<file path="src/rtl/demux_credit_sched.sv">
// -----------------------------------------------------------------------------
// demux_credit_sched
//
// Single-entry credit-gated demultiplexer. Each accepted upstream word is
// parked in a one-word holding register. It is forwarded to its destination
// lane on the next edge where that lane has at least one credit. Each forward
// spends one credit on the lane. Downstream returns credits with single-cycle
// pulses on credit_ret.
//
// Only one lane is driven in any output cycle. All other lanes read zero.
//
// A word whose destination index is not a real lane is discarded after one
// held cycle. It produces no output, consumes no credit, and raises a sticky
// error flag. This can only happen when NUM_DATA is not a power of two.
//
// Parameters
//   NUM_DATA  : number of output lanes
//   DATA_BW   : width of one data word
//   CREDITS   : credits per lane after reset (1..15)
//   SEL_WIDTH : derived width of the destination index (not user-set)
//
// Ports
//   clk        : clock, rising-edge active
//   rst        : asynchronous active-high reset
//   in_valid   : upstream word present
//   in_ready   : word accepted this cycle (combinational)
//   in_data    : upstream word
//   in_dest    : destination lane index
//   credit_ret : per-lane credit return pulses
//   out_data   : lane i occupies bits [i*DATA_BW +: DATA_BW]
//   out_valid  : one-hot or zero; lane i word valid this cycle
//   busy       : holding register occupied
//   err_credit : sticky, a credit was returned to a full lane
//   err_dest   : sticky, a word with an illegal destination was dropped
// -----------------------------------------------------------------------------
module demux_credit_sched #(
    parameter  int NUM_DATA  = 4,
    parameter  int DATA_BW   = 8,
    parameter  int CREDITS   = 4,
    localparam int SEL_WIDTH = (NUM_DATA > 1) ? $clog2(NUM_DATA) : 1
) (
    input  logic                        clk,
    input  logic                        rst,
    input  logic                        in_valid,
    output logic                        in_ready,
    input  logic [DATA_BW-1:0]          in_data,
    input  logic [SEL_WIDTH-1:0]        in_dest,
    input  logic [NUM_DATA-1:0]         credit_ret,
    output logic [DATA_BW*NUM_DATA-1:0] out_data,
    output logic [NUM_DATA-1:0]         out_valid,
    output logic                        busy,
    output logic                        err_credit,
    output logic                        err_dest
);

    // Counter wide enough to hold the full credit allowance.
    localparam int CNT_W = $clog2(CREDITS + 1);

    localparam logic [CNT_W-1:0]   CNT_FULL  = CNT_W'(CREDITS);
    localparam logic [CNT_W-1:0]   CNT_ONE   = CNT_W'(1);
    localparam logic [SEL_WIDTH:0] LANES_EXT = (SEL_WIDTH + 1)'(NUM_DATA);

    typedef enum logic {
        EMPTY = 1'b0,
        HELD  = 1'b1
    } state_t;

    // -------------------------------------------------------------------------
    // State
    // -------------------------------------------------------------------------
    state_t                        state_q,      state_d;
    logic [DATA_BW-1:0]            data_q,       data_d;
    logic [SEL_WIDTH-1:0]          dest_q,       dest_d;
    logic [CNT_W-1:0]              credit_q [NUM_DATA];
    logic [CNT_W-1:0]              credit_d [NUM_DATA];
    logic [NUM_DATA-1:0]           out_valid_q,  out_valid_d;
    logic [DATA_BW*NUM_DATA-1:0]   out_data_q,   out_data_d;
    logic                          err_credit_q, err_credit_d;
    logic                          err_dest_q,   err_dest_d;

    // -------------------------------------------------------------------------
    // Handshake decode
    // -------------------------------------------------------------------------
    logic dest_legal;
    logic credit_avail;
    logic fire;
    logic drop;
    logic accept;

    // Zero-extend the index so that a lane count that is an exact power of
    // two still compares correctly.
    assign dest_legal = ({1'b0, dest_q} < LANES_EXT);

    // The lanes are scanned instead of indexing credit_q with dest_q. An
    // illegal index therefore never reads past the end of the array.
    always_comb begin
        // NOTE: every variable written in a combinational block gets a
        // default value first. Otherwise a path that skips the assignment
        // infers a latch.
        credit_avail = 1'b0;
        for (int i = 0; i < NUM_DATA; i++) begin
            if (dest_q == SEL_WIDTH'(i) && credit_q[i] != '0) begin
                credit_avail = 1'b1;
            end
        end
    end

    assign fire     = (state_q == HELD) && dest_legal && credit_avail;
    assign drop     = (state_q == HELD) && !dest_legal;
    // A fire in the same cycle frees the holding register, so a new word can
    // enter behind it. This sustains one word per cycle.
    assign in_ready = (state_q == EMPTY) || fire;
    assign accept   = in_valid && in_ready;

    // -------------------------------------------------------------------------
    // Holding register and FSM next state
    // -------------------------------------------------------------------------
    always_comb begin
        state_d = state_q;
        data_d  = data_q;
        dest_d  = dest_q;
        if (accept) begin
            state_d = HELD;
            data_d  = in_data;
            dest_d  = in_dest;
        end else if (fire || drop) begin
            state_d = EMPTY;
        end
        // A stall (HELD, legal dest, no credit) falls through and keeps the
        // data and dest values unchanged.
    end

    // -------------------------------------------------------------------------
    // Registered demux outputs: one lane carries the word, the rest read zero
    // -------------------------------------------------------------------------
    always_comb begin
        out_valid_d = '0;
        out_data_d  = '0;
        for (int i = 0; i < NUM_DATA; i++) begin
            if (fire && dest_q == SEL_WIDTH'(i)) begin
                out_valid_d[i]                    = 1'b1;
                out_data_d[i*DATA_BW +: DATA_BW]  = data_q;
            end
        end
    end

    // -------------------------------------------------------------------------
    // Per-lane credit counters and the error flags
    // -------------------------------------------------------------------------
    always_comb begin
        err_credit_d = err_credit_q;
        err_dest_d   = err_dest_q | drop;
        for (int i = 0; i < NUM_DATA; i++) begin
            credit_d[i] = credit_q[i];
            // A spend and a return in the same cycle cancel each other.
            if (fire && dest_q == SEL_WIDTH'(i)) begin
                if (!credit_ret[i]) begin
                    credit_d[i] = credit_q[i] - CNT_ONE;
                end
            end else if (credit_ret[i]) begin
                // A return to a full lane is a downstream protocol error.
                // The counter saturates at its maximum.
                if (credit_q[i] == CNT_FULL) begin
                    err_credit_d = 1'b1;
                end else begin
                    credit_d[i] = credit_q[i] + CNT_ONE;
                end
            end
        end
    end

    // -------------------------------------------------------------------------
    // Flops
    // -------------------------------------------------------------------------
    always_ff @(posedge clk or posedge rst) begin
        // NOTE: sequential state uses non-blocking assignments. All flops
        // therefore sample the pre-edge values, whatever order they are
        // written in.
        if (rst) begin
            state_q      <= EMPTY;
            // NOTE: the holding register is cleared on reset even though the
            // EMPTY state already marks it invalid. This keeps X out of
            // simulation and makes the discard of a held word explicit.
            data_q       <= '0;
            dest_q       <= '0;
            out_valid_q  <= '0;
            out_data_q   <= '0;
            err_credit_q <= 1'b0;
            err_dest_q   <= 1'b0;
            for (int i = 0; i < NUM_DATA; i++) begin
                credit_q[i] <= CNT_FULL;
            end
        end else begin
            state_q      <= state_d;
            data_q       <= data_d;
            dest_q       <= dest_d;
            out_valid_q  <= out_valid_d;
            out_data_q   <= out_data_d;
            err_credit_q <= err_credit_d;
            err_dest_q   <= err_dest_d;
            for (int i = 0; i < NUM_DATA; i++) begin
                credit_q[i] <= credit_d[i];
            end
        end
    end

    assign out_valid  = out_valid_q;
    assign out_data   = out_data_q;
    assign busy       = (state_q == HELD);
    assign err_credit = err_credit_q;
    assign err_dest   = err_dest_q;

endmodule

</file>
<file path="config.mk">
export PLATFORM = sky130hd
export DESIGN_NAME = demux_credit_sched
export DESIGN_NICKNAME = d
export VERILOG_FILES = /design/src/rtl/demux_credit_sched.sv
export SDC_FILE = /design/constraint.sdc
export NUM_CORES = 1
export LEC_CHECK = 0
export BUFFER_PORTS_ARGS = -buffer_cell sky130_fd_sc_hd__buf_2
export CAP_MARGIN = 10
export CORE_ASPECT_RATIO = 0.8
export CORE_MARGIN = 1.5
export CORE_UTILIZATION = 24
export CTS_BUF_LIST = sky130_fd_sc_hd__clkbuf_8
export CTS_CLUSTER_DIAMETER = 80
export DETAILED_ROUTE_END_ITERATION = 8
export PLACE_DENSITY = 0.53
export SETUP_SLACK_MARGIN = 0.05
export SLEW_MARGIN = 20
export SYNTH_ARGS = -nofsm -noshare
export SYNTH_HDL_FRONTEND = slang
export SYNTH_SLANG_ARGS = --single-unit
</file>
<file path="constraint.sdc">
create_clock -name clk -period 2.86 [get_ports clk]
set_input_delay 0.572 -clock clk [delete_from_list [all_inputs] [get_ports clk]]
set_output_delay 0.572 -clock clk [all_outputs]
set_load 0.02 [all_outputs]
</file>
==> flow_summary.ini, run 1 <==
[critical_path]
critical_path_peak_fanout = 10
timing_worst_setup_path_type = flip-flop to output pin
worstPathRequired_ns = 2.29
worst_setup_path_start_kind = flip-flop
arrival_ns = 1.81
worst_setup_path_end_kind = output pin

[sta]
timing_hold_violations_final = 0
skew_ns = 0.00464
slew_headroom = 0.540
setup_viol = 0
finalWorstPathRequiredPeriod_ns = 2.38
rsz_0062_raised_after_global_routing = false
final.period_utilization = 0.834
worst-slew-pin-transition_ns = 0.690
achievable-frequency_mhz = 419
slew_viol_final = 0
setup_ws_ns = 0.476
fin_setup_tns_ns = 0

[finish]
drive_gt1_frac = 0.343
antenna-diode-count = 0
areaGrowthSynthToFinish_pct = 23.9
regArea_mm2 = 0.00151
non_filler_instance_count_after_layout = 430
num-nets-final = 302
multi_input_comb_area_mm2 = 0.00106
filler_cell_count = 1140
postLayoutCellArea_mm2 = 0.00328

[detailed_routing]
ant_nets = 0
drt-met1-wl_um = 2900
routed-wl-met2_um = 2630
drt_drc_violations_left = 0
detailedRoute.firstPassIterationCount = 4
route.detailed.wl_per_inst_um = 13.7
met3WireLength_um = 268
routed.top_layer = met5
drt-initial-drc-count = 75
vias_per_inst = 4.29
vias = 1843
final_wirelength_um = 5890

[synth]
portion_of_the_post_synthesis_area_used_by_sequential_elements = 0.570
yosys.area_share.simple = 0.181
synthesis.instances = 220
synth_compound_gate_area_share = 0.111
synth_top_family_by_area = simple AND/OR/NAND/NOR gates
ys_types = 54
post_synth_xor_area_fraction = 0.0132
post_synth_instance_area_mm2 = 0.00265
post_synth_fa_ha_maj_area_fraction = 0.0303
ys.warnings.count = 0
synth_top_cell_area_share = 0.530
async_flop_share = 1.00
synth_area_leaders = sky130_fd_sc_hd__dfrtp_1 (53%), sky130_fd_sc_hd__and2_1 (8.0%), sky130_fd_sc_hd__mux2_2 (4.3%)
synth_top_flop_cell = sky130_fd_sc_hd__dfrtp_1
synth_enable_flop_cells = 0
syn_area_per_cell_um2 = 12.0
synthDominantAreaCellType = sky130_fd_sc_hd__dfrtp_1
synth.ff_latch_count = 60
mappedNetlistNets = 241
synth.mux.area_fraction = 0.0629

[placement]
gp_congestion = 0.784
placed_area_mm2 = 0.00308
placement.io_buffers = 55
numPlacedInstances = 414
dp_hpwl_um = 4060
placement.setup.worst_slack_ns = 0.736

[power]
power_density_over_the_cells_mw_per_mm2 = 947
power.static_leakage_nw = 1.57
vdd_ir_drop_max_uv = 250

[min_path]
hold_path_class = primary input to async pin

[grt]
grt_start_max_net_pins = 55
first_global_vias = 1775
grt-ovfl-total = 0
wire_length_of_the_first_global_routing_pass_um = 9470
grt.total_usage = 0.105
antenna_violations_before_repair = 1

[clock_tree]
h-tree-depth = 3
cts_max_path_buffers = 2
path_clk_slew_ns = 0.07
tritoncts.num_buffers = 9
cts.root.buffer_cell = sky130_fd_sc_hd__clkbuf_8
worst_skew_pair.late_latency_ns = 0.33
numClockSinks = 60
ctsResizeCount = 0
tritoncts_clock_tree = done
ctsHoldBuffers = 0
postCtsSetupBuffers = 0

[job]
drv_cap = 0

[floorplan]
design.die.area_mm2 = 0.0117
initial_core_util = 0.245
fp.dieW_um = 120
placement_rows = 34
io_pins = 57
coreArea_mm2 = 0.0108
die-height_um = 96.9

[status]
status = complete, no violations
-- area by class of cell --
class / instances / area share
Clock inverter: 5 / 0.0156
Timing Repair Buffer: 57 / 0.0885
Inverter: 11 / 0.0126
Multi-Input combinational cell: 142 / 0.323
Clock buffer: 11 / 0.0462
Tap cell: 144 / 0.0550
Sequential cell: 60 / 0.460
-- worst paths after layout --
check	cells after the start	slack, ns	startpoint	to
setup / recovery	4	0.48	dest_q[0]$_DFFE_PP0P_	in_ready
hold / removal	2	0.11	rst	out_data[6]$_DFF_PP0_
setup reg to reg	6	0.74	credit_q[6]$_DFFE_PP0P_	credit_q[8]$_DFFE_PP1P_
hold reg to reg	1	0.51	credit_q[8]$_DFFE_PP1P_	credit_q[8]$_DFFE_PP1P_
max in group asynchronous	3	1.85	rst	dest_q[1]$_DFFE_PP0P_
min in group clk	2	0.47	in_data[5]	data_q[5]$_DFFE_PP0P_
-- registers in the layout, indices dropped and copies added, names as in the netlist --
signal and flops:
busy 1, credit_q 12, data_q 8, dest_q 2, err_credit 1, out_data 32, out_valid 4
-- critical path: stages (launching register included) --
cell and delay, ns:
sky130_fd_sc_hd__dfrtp_1 0.50, sky130_fd_sc_hd__nor4_1 0.43, sky130_fd_sc_hd__o211ai_2 0.20, sky130_fd_sc_hd__o21a_1 0.17
sky130_fd_sc_hd__buf_2 0.17
-- where the power goes --
group          switching, mW  internal [mW]
clock network          0.334          0.444
logic                  0.561          0.450
registers              0.236           1.08
total                   1.13           1.97
-- layer usage --
layer / global-route usage / vias to the layer above
li1: - / 884
met1: 0.145 / 908
met2: 0.149 / 39
met3: 0.0377 / 10
met4: 0.0407 / 2
met5: 0 / -
-- per-stage QoR --
step	hold WS [ns]	power, mW	util
6_report	0.109	3.10	0.303
5_1_grt	0.105	3.31	0.303
4_1_cts	0.0959	3.13	0.303
3_5_place_dp	0.463	2.35	0.285
3_3_place_gp	0.466	2.32	0.285
2_1_floorplan	0.490	2.05	-
-- layout by cell type, fill, tap and decap left out, types with 8 or more instances in the layout --
| cell | count |
|---|---|
| sky130_fd_sc_hd__clkbuf_8 | 11 |
| sky130_fd_sc_hd__mux2_2 | 10 |
| sky130_fd_sc_hd__buf_2 | 55 |
| sky130_fd_sc_hd__o21ai_0 | 9 |
| sky130_fd_sc_hd__a21oi_1 | 8 |
| sky130_fd_sc_hd__and2_1 | 34 |
| sky130_fd_sc_hd__nor2_1 | 8 |
| sky130_fd_sc_hd__dfrtp_1 | 56 |
| sky130_fd_sc_hd__inv_1 | 9 |
-- cell families (layout without fill, tap and decap cells) --
group	after synthesis	after routing
other cells	1	1
simple gates	78	78
xor+xnor	4	4
fa+ha+maj	4	4
buf+inv	18	84
compound gates	40	40
mux	15	15
flops	60	60
-- synth_stat cells, types with 4 or more instances --
cell and n:
sky130_fd_sc_hd__a21oi_1 8, sky130_fd_sc_hd__and2_1 34, sky130_fd_sc_hd__dfrtp_1 56, sky130_fd_sc_hd__dfstp_2 4, sky130_fd_sc_hd__fa_1 4, sky130_fd_sc_hd__inv_1 9, sky130_fd_sc_hd__mux2_2 10, sky130_fd_sc_hd__mux2i_1 4
sky130_fd_sc_hd__nand2b_1 6, sky130_fd_sc_hd__nand3_1 4, sky130_fd_sc_hd__nor2_1 8, sky130_fd_sc_hd__nor2b_1 4, sky130_fd_sc_hd__nor3_1 6, sky130_fd_sc_hd__o21ai_0 9
Note: power is estimated with default switching activity, not from simulation.
==> run 2, diff against run 1 <==
Settings changed: PLACE_DENSITY 0.53 to 0.54.
Clock period 2.86 ns to 2 ns, I/O delays scaled along.
==> run 2 against run 1 <==
- setup slack got worse by 0.42 ns
- utilization is 3.3 points higher
- critical path depth did not move
- clock skew is 0.0074 ns higher
==> flow_summary.ini, run 2 (synthesis gave the netlist of run 1 again) <==
[critical_path]
arrival_ns = 1.54
timing_worst_setup_path_type = flip-flop to output pin
critical_path_peak_fanout = 2
worst_setup_path_start_kind = flip-flop
worst_setup_path_end_kind = output pin
worstPathRequired_ns = 1.60

[grt]
grt_start_max_net_pins = 42
first_global_vias = 1863
grt.total_usage = 0.112
antenna_violations_before_repair = 0
grt-ovfl-total = 0
wire_length_of_the_first_global_routing_pass_um = 9870

[finish]
drive_gt1_frac = 0.454
regArea_mm2 = 0.00151
filler_cell_count = 1123
areaGrowthSynthToFinish_pct = 37.5
layout_commonest_cell = sky130_fd_sc_hd__buf_2
multi_input_comb_area_mm2 = 0.00117
number_of_flip_flops_under_the_largest_register_name = 32
antenna-diode-count = 0
num-nets-final = 329
non_filler_instance_count_after_layout = 457
postLayoutCellArea_mm2 = 0.00364
most-common-layout-cells = sky130_fd_sc_hd__buf_2 (54), sky130_fd_sc_hd__dfrtp_1 (50), sky130_fd_sc_hd__and2_1 (34)

[sta]
final.period_utilization = 0.972
skew_ns = 0.0120
finalWorstPathRequiredPeriod_ns = 1.94
worst-slew-pin-transition_ns = 0.528
timing_hold_violations_final = 0
setup_viol = 0
achievable-frequency_mhz = 515
rsz_0062_raised_after_global_routing = true
fin_setup_tns_ns = 0
slew_headroom = 0.647
slew_viol_final = 0

[clock_tree]
numClockSinks = 60
ctsHoldBuffers = 0
path_clk_slew_ns = 0.08
tritoncts_clock_tree = done
cts.root.buffer_cell = sky130_fd_sc_hd__clkbuf_8
cts_max_path_buffers = 2
h-tree-depth = 3
worst_skew_pair.late_latency_ns = 0.35
tritoncts.num_buffers = 9

[min_path]
hold_path_class = primary input to async pin

[placement]
placement.io_buffers = 55
dp_hpwl_um = 4120
placed_area_mm2 = 0.00319
gp_congestion = 0.760
numPlacedInstances = 425

[status]
status = complete, no violations

[detailed_routing]
vias_per_inst = 4.30
routed.top_layer = met4
drt-initial-drc-count = 83
met3WireLength_um = 328
route.detailed.wl_per_inst_um = 13.7
vias = 1964
drt_drc_violations_left = 0
detailedRoute.firstPassIterationCount = 4
routed-wl-met2_um = 2880
ant_nets = 0
final_wirelength_um = 6280
drt-met1-wl_um = 2960

[floorplan]
io_pins = 57
fp.dieW_um = 120
coreArea_mm2 = 0.0108
die-height_um = 96.9
placement_rows = 34
initial_core_util = 0.245
design.die.area_mm2 = 0.0117

[power]
vdd_ir_drop_max_uv = 365
power_density_over_the_cells_mw_per_mm2 = 1380
finalPower_mw = 5.03
power.static_leakage_nw = 1.72

[job]
drv_cap = 0
[run 2: cell type report]
class                           count  share of cell area
Multi-Input combinational cell    142               0.321
Clock inverter                      7              0.0210
Tap cell                          144              0.0496
Timing Repair Buffer               84               0.145
Sequential cell                    60               0.416
Clock buffer                        9              0.0341
Inverter                           11              0.0124
[run 2: power by group]
| part | total [mW] | switching (mW) | internal, mW |
|---|---|---|---|
| clock network | 1.10 | 0.523 | 0.580 |
| registers | 1.85 | 0.297 | 1.55 |
| logic | 2.08 | 1.06 | 1.02 |
| total | 5.03 | 1.88 | 3.15 |
[run 2: final timing paths]
path,slack [ns],startpoint,depth (start not counted),endpoint
setup / recovery,0.06,credit_q[3]$_DFFE_PP0P_,4,in_ready
hold / removal,0.08,rst,2,out_data[29]$_DFF_PP0_
setup reg to reg,0.10,credit_q[5]$_DFFE_PP1P_,6,credit_q[4]$_DFFE_PP0P_
hold reg to reg,0.52,err_credit$_DFF_PP0_,2,err_credit$_DFF_PP0_
max in group asynchronous,1.35,rst,3,out_data[6]$_DFF_PP0_
min in group clk,0.28,in_data[7],2,data_q[7]$_DFFE_PP0P_
[run 2: worst max-delay path, stage by stage, from the launching register on]
cell and delay (ns):
sky130_fd_sc_hd__dfrtp_1 0.43, sky130_fd_sc_hd__nor4_4 0.38, sky130_fd_sc_hd__o211ai_4 0.11, sky130_fd_sc_hd__o21a_1 0.14
sky130_fd_sc_hd__buf_6 0.13
[run 2: through the flow]
step	setup slack, ns	hold slack [ns]	utilization
4_1_cts	0.0278	0.0709	0.326
3_5_place_dp	0.0723	0.465	0.295
6_report	0.0570	0.0831	0.336
3_3_place_gp	0.103	0.471	0.295
2_1_floorplan	0.00337	0.490	-
5_1_grt	-0.00441	0.107	0.336
[run 2: per-layer routing]
metal / vias to the layer above / GRT usage
met5: - / 0
met2: 64 / 0.157
met3: 9 / 0.0407
met4: 0 / 0.0398
met1: 949 / 0.157
li1: 942 / -
[run 2: what timing repair did]
item,in CTS,in global routing
hold endpoints to repair,0,0
setup endpoints to repair,2,7
pin swaps,4,9
setup buffers,9,8
gates resized for setup,14,11
